==> src/rtl/tdm_demux_if.sv <==
// Bundle of the serial sample input and the per-channel output bus of tdm_demux.
// The master drives samples in; the slave (the demux) drives the channel outputs.
interface tdm_demux_if #(
    parameter int NCH  = 4,
    parameter int W    = 8,
    parameter int ERRW = 8
);
    logic                in_valid;
    logic [W-1:0]        in_data;
    logic                in_sync;
    logic [NCH*W-1:0]    out_data;
    logic [NCH-1:0]      out_valid;
    logic                frame_valid;
    logic                locked;
    logic                sync_err;
    logic [ERRW-1:0]     err_cnt;

    modport master (
        output in_valid, in_data, in_sync,
        input  out_data, out_valid, frame_valid, locked, sync_err, err_cnt
    );

    modport slave (
        input  in_valid, in_data, in_sync,
        output out_data, out_valid, frame_valid, locked, sync_err, err_cnt
    );
endinterface

==> src/rtl/tdm_demux.sv <==
// Time-division demultiplexer: locks onto the channel-0 sync marker and steers
// each accepted sample to its channel register with 1-cycle registered latency.
module tdm_demux #(
    parameter int NCH  = 4,
    parameter int W    = 8,
    parameter int ERRW = 8
) (
    input  logic       clk,
    input  logic       rst,
    tdm_demux_if.slave bus
);
    localparam int SW = (NCH > 1) ? $clog2(NCH) : 1;

    typedef enum logic {HUNT = 1'b0, LOCKED = 1'b1} state_t;

    state_t          state_reg, state_next;
    logic [SW-1:0]   slot_reg, slot_next;
    logic            wr_en_next;
    logic [SW-1:0]   wr_ch_next;
    logic            err_next;

    logic [W-1:0]    data_reg [NCH];
    logic [NCH-1:0]  out_valid_reg;
    logic            frame_valid_reg;
    logic            sync_err_reg;
    logic [ERRW-1:0] err_cnt_reg;

    always_ff @(posedge clk) begin
        if (rst) begin
            state_reg <= HUNT;
            slot_reg  <= '0;
        end else begin
            state_reg <= state_next;
            slot_reg  <= slot_next;
        end
    end

    always_comb begin
        state_next = state_reg;
        slot_next  = slot_reg;
        wr_en_next = 1'b0;
        wr_ch_next = '0;
        err_next   = 1'b0;
        if (bus.in_valid) begin
            case (state_reg)
                HUNT: begin
                    if (bus.in_sync) begin
                        wr_en_next = 1'b1;
                        slot_next  = SW'(1);
                        state_next = LOCKED;
                    end
                end
                LOCKED: begin
                    if (bus.in_sync) begin
                        // A sync mid-frame realigns rather than dropping lock.
                        err_next   = (slot_reg != '0);
                        wr_en_next = 1'b1;
                        slot_next  = SW'(1);
                    end else if (slot_reg != '0) begin
                        wr_en_next = 1'b1;
                        wr_ch_next = slot_reg;
                        slot_next  = (slot_reg == SW'(NCH - 1)) ? '0 : slot_reg + SW'(1);
                    end else begin
                        err_next   = 1'b1;
                        slot_next  = '0;
                        state_next = HUNT;
                    end
                end
                default: state_next = HUNT;
            endcase
        end
    end

    genvar gi;
    generate
        for (gi = 0; gi < NCH; gi++) begin : g_ch
            always_ff @(posedge clk) begin
                if (rst) begin
                    data_reg[gi]      <= '0;
                    out_valid_reg[gi] <= 1'b0;
                end else begin
                    out_valid_reg[gi] <= wr_en_next && (wr_ch_next == SW'(gi));
                    if (wr_en_next && (wr_ch_next == SW'(gi)))
                        data_reg[gi] <= bus.in_data;
                end
            end
            assign bus.out_data[gi*W +: W] = data_reg[gi];
        end
    endgenerate

    always_ff @(posedge clk) begin
        if (rst) begin
            frame_valid_reg <= 1'b0;
            sync_err_reg    <= 1'b0;
            err_cnt_reg     <= '0;
        end else begin
            frame_valid_reg <= wr_en_next && (wr_ch_next == SW'(NCH - 1));
            sync_err_reg    <= err_next;
            if (err_next && (err_cnt_reg != {ERRW{1'b1}}))
                err_cnt_reg <= err_cnt_reg + ERRW'(1);
        end
    end

    assign bus.out_valid   = out_valid_reg;
    assign bus.frame_valid = frame_valid_reg;
    assign bus.sync_err    = sync_err_reg;
    assign bus.err_cnt     = err_cnt_reg;
    assign bus.locked      = (state_reg == LOCKED);
endmodule

==> src/flat_wrapper.sv <==
// flat-port wrapper written by rule: the top's interface ports become plain ports
module tdm_demux_flat 
#(
    parameter int NCH  = 4,
    parameter int W    = 8,
    parameter int ERRW = 8
)
  (clk, rst, bus_in_valid, bus_in_data, bus_in_sync, bus_out_data, bus_out_valid, bus_frame_valid, bus_locked, bus_sync_err, bus_err_cnt);
  tdm_demux_if #(.NCH(NCH), .W(W), .ERRW(ERRW)) bus_i ();
  input  logic clk;
  input  logic rst;
  input wire logic [$bits(bus_i.in_valid)-1:0] bus_in_valid;
  input wire logic [$bits(bus_i.in_data)-1:0] bus_in_data;
  input wire logic [$bits(bus_i.in_sync)-1:0] bus_in_sync;
  output wire logic [$bits(bus_i.out_data)-1:0] bus_out_data;
  output wire logic [$bits(bus_i.out_valid)-1:0] bus_out_valid;
  output wire logic [$bits(bus_i.frame_valid)-1:0] bus_frame_valid;
  output wire logic [$bits(bus_i.locked)-1:0] bus_locked;
  output wire logic [$bits(bus_i.sync_err)-1:0] bus_sync_err;
  output wire logic [$bits(bus_i.err_cnt)-1:0] bus_err_cnt;
  assign bus_i.in_valid = bus_in_valid;
  assign bus_i.in_data = bus_in_data;
  assign bus_i.in_sync = bus_in_sync;
  assign bus_out_data = bus_i.out_data;
  assign bus_out_valid = bus_i.out_valid;
  assign bus_frame_valid = bus_i.frame_valid;
  assign bus_locked = bus_i.locked;
  assign bus_sync_err = bus_i.sync_err;
  assign bus_err_cnt = bus_i.err_cnt;
  tdm_demux #(.NCH(NCH), .W(W), .ERRW(ERRW)) u_core (.clk(clk), .rst(rst), .bus(bus_i));
endmodule
==> config.mk <==
export PLATFORM = sky130hd
export DESIGN_NAME = tdm_demux_flat
export DESIGN_NICKNAME = d
export VERILOG_FILES = /design/src/rtl/tdm_demux_if.sv /design/src/rtl/tdm_demux.sv /design/src/flat_wrapper.sv
export SDC_FILE = /design/constraint.sdc
export NUM_CORES = 1
export LEC_CHECK = 0
export CELL_PAD_IN_SITES_DETAIL_PLACEMENT = 1
export CELL_PAD_IN_SITES_GLOBAL_PLACEMENT = 1
export CORE_MARGIN = 1.5
export CORE_UTILIZATION = 36
export DETAILED_ROUTE_END_ITERATION = 10
export PLACE_DENSITY = 0.88
export RECOVER_POWER = 25
export SYNTH_ARGS = -nofsm -noshare
export SYNTH_HDL_FRONTEND = slang
export SYNTH_SLANG_ARGS = --single-unit
==> constraint.sdc <==
create_clock -name clk -period 3.3 [get_ports clk]
set_clock_uncertainty 0.1 [all_clocks]
set_input_delay 0.495 -clock clk [delete_from_list [all_inputs] [get_ports clk]]
set_output_delay 0.495 -clock clk [all_outputs]
set_load 0.02 [all_outputs]
[Word-level counts from Yosys, hierarchy flattened]
Memories as Yosys holds them, arrays and structs flattened.
Index checks and enable logic that the tools add are counted.
Word-level totals
  register bits after elaboration: 16
  bits in writable memories: 32
  input bits: 12
  output and inout bits: 47
  memories: 1
Memory list
  u_core.data_reg: depth 4, bits a word 8, read ports 4, clocked after memory_dff 0, wr ports 4, line tdm_demux.sv:22  | logic [W-1:0] data_reg [NCH];
Cells by class
  add/sub/neg operators: 2
  equal/unequal tests: 6
  muxes and demuxes: 36
  bitwise operators: 5
  reduce and logical (&&, ||, !) cells: 8
Operator list (count)
  8-bit two-way mux: 4
  1-bit two-way mux: 22
  2-bit two-way mux: 8
  8-bit by 1-bit adder with 8-bit output (second input constant): 1
  8-bit inequality test (second input constant): 1
  2-bit equality test (second input constant): 3
  1-bit logical AND: 5
  1-bit bitwise OR: 4
  2-bit case mux with 2 select lines: 1
  2-bit by 1-bit adder with 2-bit output (second input constant): 1
  2-bit by 1-bit equality test with 1-bit output (second input constant): 1
  2-bit zero test: 1
  2-bit inequality test (second input constant): 1
  1-bit case mux with 2 select lines: 1
  2-bit AND reduction: 1
  2-bit nonzero test: 1
  1-bit inverter: 1

[Depth between registers and ports, before layout]
  depth after elaboration: 11
  mapped depth: 7

[Worst setup path before layout]
OpenSTA, ideal clock, no wires.
  path type: reg2reg
  from: register u_core.slot_reg[0]
  to: memory u_core.data_reg[0][0], enable pin
  library setup time: 0.387 ns
  arrival time: 2.124 ns
  path slack: 0.690 ns
  cell stages (with the launch flop): 8
  period minus slack after synthesis: 2.610 ns
  cells stage by stage: dfxtp_1 > inv_1 > ha_1 > ha_1 > nand2_1 > nand2_1 > clkbuf_1 > o31ai_1
RTL lines
  start: declaration: line tdm_demux.sv:17  | logic [SW-1:0] slot_reg, slot_next;
  start signal: assignment: line tdm_demux.sv:34  | slot_reg <= slot_next;
  end: declaration: line tdm_demux.sv:22

==> results.cfg <==
[run_status]
outcome = completed

[yosys]
synthTopCellsByArea = edfxtp_1 (47%), dfxtp_1 (16%), nor4_1 (6.5%), nor2_1 (4.1%), nand2_1 (3.0%)
yosysWarnings = 0
synth_largest_area_cell = edfxtp_1
synth_cells = 170
synth.distinct_cells = 35
synth_seq_cells = 48
syn_area_um2 = 2030
synth.top_cell.area_share_pct = 47.3
avgSynthCellArea_um2 = 12.0
syn_nets = 186
yosysSeqAreaShare_pct = 63.0

[global_routing]
grt_usage_pct = 16.3
grt_first_pass_wirelength_mm = 7.67
overflow = 0
grt_max_degree = 20
antenna_found_initial = 0
grt_pass1_vias = 1511

[die]
die_height_um = 78.2
design.portCount = 59
core-area_um2 = 5470
initial_core_util_pct = 37.2
rows = 27
fp.dieW_um = 78.2
fp.dieArea_um2 = 6110

[worst_setup_path]
worst_r2r_path_depth = 6
reg2reg_to = u_core.data_reg[0][6]$_SDFFCE_PN0P_
r2r_slack_ns = 0.47
required_ns = 3.12
cp-endpoint = u_core.data_reg[0][6]$_SDFFCE_PN0P_
crit_arrival_ns = 2.69
endpoint_kind = flip-flop
critPathMaxFanout = 10
startpoint = bus_in_valid
path_class = input pin to flip-flop
cp-start-kind = input pin
reg2reg_from = u_core.slot_reg[0]$_SDFFE_PP0P_

[place]
dp_hpwl_mm = 3.64
port_buffers = 58
place_inst = 292
place_congestion = 0.781
place_ws_ns = 0.184

[clock_tree]
h-tree-depth = 2
cts_tree = yes
cts-resized-gates = 0
cts_buffers = 5
clockBufferDepth = 2
hold_buffers = 0
insertion_delay_ns = 0.30
cts_root_buf = clkbuf_8
post-cts-setup-buffers = 0
cts.clk_slew.worst_paths_ns = 0.09
clock-sinks = 48

[power]
p_int_uw = 942
swShare_pct = 23.6
p_comb_share_pct = 11.3
pwr-share-clk_pct = 34.3
ir_drop_v = 0.000184
power_switching_uw = 290
power.density_nw_per_um2 = 444
p_seq_share_pct = 54.4
p_leak_nw = 1.04
total_power_mw = 1.23

[drt]
viasPerCell = 5.31
detail-route-antenna-nets = 0
drt_wl_total_mm = 4.96
first_pass_iters = 4
vias = 1592
route.detailed.drc = 0
drtIter0Drc = 78
wire_per_inst_um = 16.5

[sta]
tightest_slew_ns = 1.20
maxSlewViolCount = 0
min_period_over_period_pct = 86.9
slew_headroom_pct = 19.2
finalCriticalPeriod_ns = 2.87
max_freq_mhz = 349
fin_tns_setup_ns = 0
setup_ws_ns = 0.433
setup_viol = 0
grt_setup_unrepaired = no
hold_violations = 0

[finish]
n_fill_cell = 584
antenna_cells = 0
layout-drive-gt1-share_pct = 7.02
area_growth_pct = 36.6
largest_register_ffs = 32
final_core_util_pct = 50.7
finalNonFillerCells = 300
fin_nets = 243

[job]
cap_violations = 0

[worst_hold_path]
hold_class = flip-flop to flip-flop
==> Yosys cell counts <==
| cell | n |
|---|---|
| nor2b_1 | 1 |
| and3_1 | 2 |
| nand4b_2 | 1 |
| buf_2 | 4 |
| nand3b_4 | 1 |
| and3b_1 | 2 |
| a2bb2oi_1 | 1 |
| edfxtp_1 | 32 |
| dfxtp_1 | 16 |
| a311oi_1 | 1 |
| a21oi_1 | 5 |
| and4_1 | 1 |
| a41oi_1 | 4 |
| a2111oi_0 | 1 |
| mux2i_1 | 1 |
| o211ai_2 | 1 |
| a211oi_1 | 7 |
| o21a_1 | 1 |
| ha_1 | 4 |
| nor2_1 | 22 |
| nand2_1 | 16 |
| nand2b_1 | 1 |
| nand4_1 | 1 |
| nor4_1 | 21 |
| inv_1 | 6 |
| nand3b_1 | 1 |
| mux2_2 | 1 |
| clkbuf_1 | 5 |
| nor3b_4 | 1 |
| buf_4 | 1 |
| nand3_1 | 1 |
| nor3_1 | 2 |
| nor3b_1 | 1 |
| o31ai_1 | 2 |
| buf_6 | 2 |
==> power groups by stage <==
stage               clock network (mW)  registers [mW]  logic, mW
finish                           0.422           0.670      0.140
global route                     0.443           0.673      0.149
CTS                              0.423           0.671      0.145
detailed placement                   0           0.686      0.144
global placement                     0           0.684      0.140
floorplan                            0           0.710     0.0511
==> critical path, cell delays in order <==
cell           delay (ns)
dlygate4sd3_1        0.63
and3b_1              0.31
nor3b_4              0.24
o31ai_1              1.01
==> per-stage QoR <==
step	cell area, um2	hold slack, ns
6_report	2780	0.443
5_1_grt	2780	0.481
4_1_cts	2780	0.448
3_5_place_dp	2670	0.429
3_3_place_gp	2670	0.405
2_1_floorplan	2030	0.444
==> layout by cell type, fill, tap and decap left out <==
cell type	count
a2111oi_0	1
a211oi_1	7
a21oi_1	5
a2bb2oi_1	1
a311oi_1	1
a41oi_1	4
and3_1	2
and3b_1	2
and4_1	1
buf_4	4
bufinv_16	1
clkbuf_8	5
clkdlybuf4s50_1	29
clkinv_1	1
clkinv_4	1
dfxtp_1	16
dlygate4sd3_1	29
edfxtp_1	32
ha_1	4
inv_1	6
mux2_2	1
mux2i_1	1
nand2_1	16
nand2b_1	1
nand3_1	1
nand3b_1	1
nand3b_4	1
nand4_1	1
nand4b_2	1
nor2_1	22
nor2b_1	1
nor3_1	2
nor3b_1	1
nor3b_4	1
nor4_1	21
o211ai_2	1
o21a_1	1
o31ai_1	2
==> cell type report <==
class / instances / area [um2] / share of cell area (%)
flip-flops and latches: 48 / 1280 / 46.1
multi-input cells: 104 / 661 / 23.8
repair buffers: 62 / 611 / 22.0
well taps: 72 / 90.1 / 3.24
clock buffers: 5 / 68.8 / 2.48
clock inverters: 3 / 42.5 / 1.53
inverters: 6 / 22.5 / 0.811
==> per-layer routing <==
| layer | global-route usage [%] | vias up | routed length [um] |
|---|---|---|---|
| met2 | 28.9 | 56 | 2470 |
| met3 | 4.19 | 6 | 319 |
| met4 | 4.64 | 0 | 23 |
| li1 | - | 755 | - |
| met1 | 19.4 | 775 | 2150 |
| met5 | 0 | - | 0 |
==> worst min path at each step <==
| stage | from | slack [ns] | to | cells past startpoint |
|---|---|---|---|---|
| 2_1_floorplan | u_core.slot_reg[0]$_SDFFE_PP0P_ | 0.44 | u_core.slot_reg[0]$_SDFFE_PP0P_ | 2 |
| 3_3_place_gp | u_core.bus.err_cnt[1]$_SDFFE_PP0P_ | 0.41 | u_core.bus.err_cnt[1]$_SDFFE_PP0P_ | 2 |
| 3_5_place_dp | u_core.bus.err_cnt[7]$_SDFFE_PP0P_ | 0.43 | u_core.bus.err_cnt[7]$_SDFFE_PP0P_ | 1 |
| 4_1_cts | u_core.bus.err_cnt[7]$_SDFFE_PP0P_ | 0.45 | u_core.bus.err_cnt[7]$_SDFFE_PP0P_ | 1 |
| 5_1_grt | u_core.bus.err_cnt[7]$_SDFFE_PP0P_ | 0.48 | u_core.bus.err_cnt[7]$_SDFFE_PP0P_ | 1 |
| 6_report | u_core.bus.err_cnt[7]$_SDFFE_PP0P_ | 0.44 | u_core.bus.err_cnt[7]$_SDFFE_PP0P_ | 1 |
==> logic make-up after synthesis <==
family / share of synthesized area [%]
compound gates: 8.55
simple gates: 20.4
fa+ha+maj: 2.46
mux: 1.05
flops: 63.0
buf+inv: 4.49
Power figures use the tool's default switching activity.
==> RTL edit: new RTL, same settings <==
`NCH` is set to 4 in 3 places; all go to 2.
--- a/src/rtl/tdm_demux_if.sv
+++ b/src/rtl/tdm_demux_if.sv
@@ -2,5 +2,5 @@
 // The master drives samples in; the slave (the demux) drives the channel outputs.
 interface tdm_demux_if #(
-    parameter int NCH  = 4,
+    parameter int NCH  = 2,
     parameter int W    = 8,
     parameter int ERRW = 8
--- a/src/rtl/tdm_demux.sv
+++ b/src/rtl/tdm_demux.sv
@@ -2,5 +2,5 @@
 // each accepted sample to its channel register with 1-cycle registered latency.
 module tdm_demux #(
-    parameter int NCH  = 4,
+    parameter int NCH  = 2,
     parameter int W    = 8,
     parameter int ERRW = 8
--- a/src/flat_wrapper.sv
+++ b/src/flat_wrapper.sv
@@ -2,5 +2,5 @@
 module tdm_demux_flat 
 #(
-    parameter int NCH  = 4,
+    parameter int NCH  = 2,
     parameter int W    = 8,
     parameter int ERRW = 8
Interface: changed (resized bus_out_data and bus_out_valid); port bits go from 59 to 41. No check against the original RTL was run, so the function may have changed too.
==> RTL edit against the unedited design <==
- wire length is 42% lower
- power decreased by 36%
- sequential cell count decreased by 19
- global-route usage increased by 0.61 points
- final area down 37%
- setup slack better by 0.59 ns
- synthesized area fell by 40%
- sequential power down 40%
==> RTL edit: results (changes against the unedited design) <==
[metrics] design internal power: 0.000614 W (-35%)
[metrics] number of violations reported at the end of detailed-routing iteration 0: 5 (-94%)
[metrics] pre-CTS worst setup slack: 0.747 ns (+0.564 ns)
[metrics] number of placed instances with taps included: 183 (-37%)
[metrics] detailed-placement wirelength estimate: 2150 um (-41%)
[metrics] RePlAce Congestion: 0.709 (-9.3%)
[metrics] Compound-Gate Fraction of Synth Area: 7.92% (-0.63 points)
[metrics] vias in the first global route: 953 (-37%)
[metrics] Buffers on Ports: 40 (-31%)
[metrics] actual transition at the worst max-transition pin: 0.538 ns (-0.663 ns)
[metrics] wire length of the first global-routing pass: 4550 um (-41%)
[metrics] synthesized-area fraction occupied by xor and xnor cells: 2.16% (+2.2 points)
[metrics] Post-synth EDFFs: 16 (-50%)
[metrics] via density per instance: 4.82 (-9.1%)
[metrics] biggest fanout along the worst timing path: 6 (-4)
[metrics] Post-Layout Cell Count: 191 (-36%)
[metrics] count of different cell masters after synthesis: 31 (-11%)
[metrics] Avg WL per Cell: 15.0 um (-9.0%)
[metrics] leakage power: 0.656 nW (-37%)
[metrics] beginning of the critical path: bus_in_sync
[metrics] worst-case vdd ir drop: 0.372 mV (+100%)
[metrics] post-synthesis share of cell area spent on full adders, half adders and majority gates: 3.09% (+0.62 points)
[metrics] result of the run: finished clean
[metrics] number of flip-flops in the largest register: 16 (-50%)
[metrics] total track usage: 16.9% (+0.61 points)
[metrics] number of nets produced by synthesis: 116 (-38%)
[metrics] time the worst path needs with I/O delays and setup: 2.28 ns (-0.592 ns)
[metrics] largest net degree at the start of global routing: 16 (-20%)
[metrics] root buffer selected by CTS: sky130_fd_sc_hd__clkbuf_4
[metrics] share of cell area taken by muxes after synthesis: 0.823% (-0.22 points)
[metrics] final layout net count: 161 (-34%)
[metrics] share of cells above drive strength 1: 8.16% (+1.1 points)
[metrics] Placement Cell Area: 0.00166 mm^2 (-38%)
[metrics] slowest stage cell, crit path: sky130_fd_sc_hd__dlygate4sd3_1
[metrics] later-pin clock latency in the skew report: 0.32 ns (+0.02 ns)
[metrics] Area contributors post-synth: sky130_fd_sc_hd__edfxtp_1 40%, sky130_fd_sc_hd__dfxtp_1 21%, sky130_fd_sc_hd__and2_1 8.2%
[metrics] worst hold start: u_core.bus.err_cnt[6]
-- RTL edit: changes by cell type in the layout (fill, tap and decap cells not counted), moves of 4 or more --
| cell | delta |
|---|---|
| sky130_fd_sc_hd__clkdlybuf4s50_1 | -5 |
| sky130_fd_sc_hd__a41oi_1 | -4 |
| sky130_fd_sc_hd__dlygate4sd3_1 | -13 |
| sky130_fd_sc_hd__a211oi_1 | -4 |
| sky130_fd_sc_hd__edfxtp_1 | -16 |
| sky130_fd_sc_hd__buf_4 | -4 |
| sky130_fd_sc_hd__clkbuf_8 | -4 |
| sky130_fd_sc_hd__clkbuf_4 | +5 |
| sky130_fd_sc_hd__inv_1 | -4 |
| sky130_fd_sc_hd__and2_1 | +16 |
| sky130_fd_sc_hd__nor2_1 | -13 |
| sky130_fd_sc_hd__nand2_1 | -11 |
| sky130_fd_sc_hd__nor4_1 | -21 |
-- RTL edit: per-layer routing --
metal | part of all wire, % | GRT usage, %
met1 | 42 | 19.0
met2 | 48 | 29.8
met3 | 9.7 | 7.14
met4 | 0.73 | 3.73
met5 | 0 | 0
-- RTL edit: path summary, 6_finish.rpt --
path | to | slack (ns) | cells after the start
worst min-delay path | u_core.bus.err_cnt[6] | 0.46 | 2
worst max register to register | u_core.bus.err_cnt[5] | 1.47 | 6
worst min register to register | u_core.bus.err_cnt[6] | 0.46 | 2
worst max-delay path | u_core.bus.err_cnt[5] | 1.02 | 7
-- RTL edit: power groups by stage --
stage | Sequential [W] | Combinational [W] | Clock, W
floorplan | 0.000426 | 0.0000199 | 0
global placement | 0.000409 | 0.0000822 | 0
detailed placement | 0.000410 | 0.0000846 | 0
CTS | 0.000402 | 0.0000853 | 0.000309
global route | 0.000403 | 0.0000874 | 0.000322
finish | 0.000401 | 0.0000806 | 0.000303
-- RTL edit: kinds of logic after synthesis --
logic type                 after synthesis
and+or+nand+nor                         48
DFF                                     29
AOI/OAI and AO/OA                       13
buffers and inverters                    4
xor gates and xnor gates                 3
adders and majority gates                3
muxes                                    1
-- RTL edit: area by class of cell --
cell class,count,area [um^2],area share [%]
flip-flops and latches,29,741,42.5
clock inverters,1,30.0,1.72
multi-input cells,68,453,26.0
clock buffers,7,55.1,3.16
well taps,44,55.1,3.16
repair buffers,40,400,23.0
inverters,2,7.51,0.431
-- RTL edit: worst reg2reg max path: stages (launching register included) --
cell and delay (ns):
sky130_fd_sc_hd__dfxtp_1 0.37, sky130_fd_sc_hd__inv_1 0.06, sky130_fd_sc_hd__ha_1 0.28, sky130_fd_sc_hd__and3b_4 0.34
sky130_fd_sc_hd__o211ai_4 0.10, sky130_fd_sc_hd__or3_1 0.35, sky130_fd_sc_hd__a21oi_1 0.17
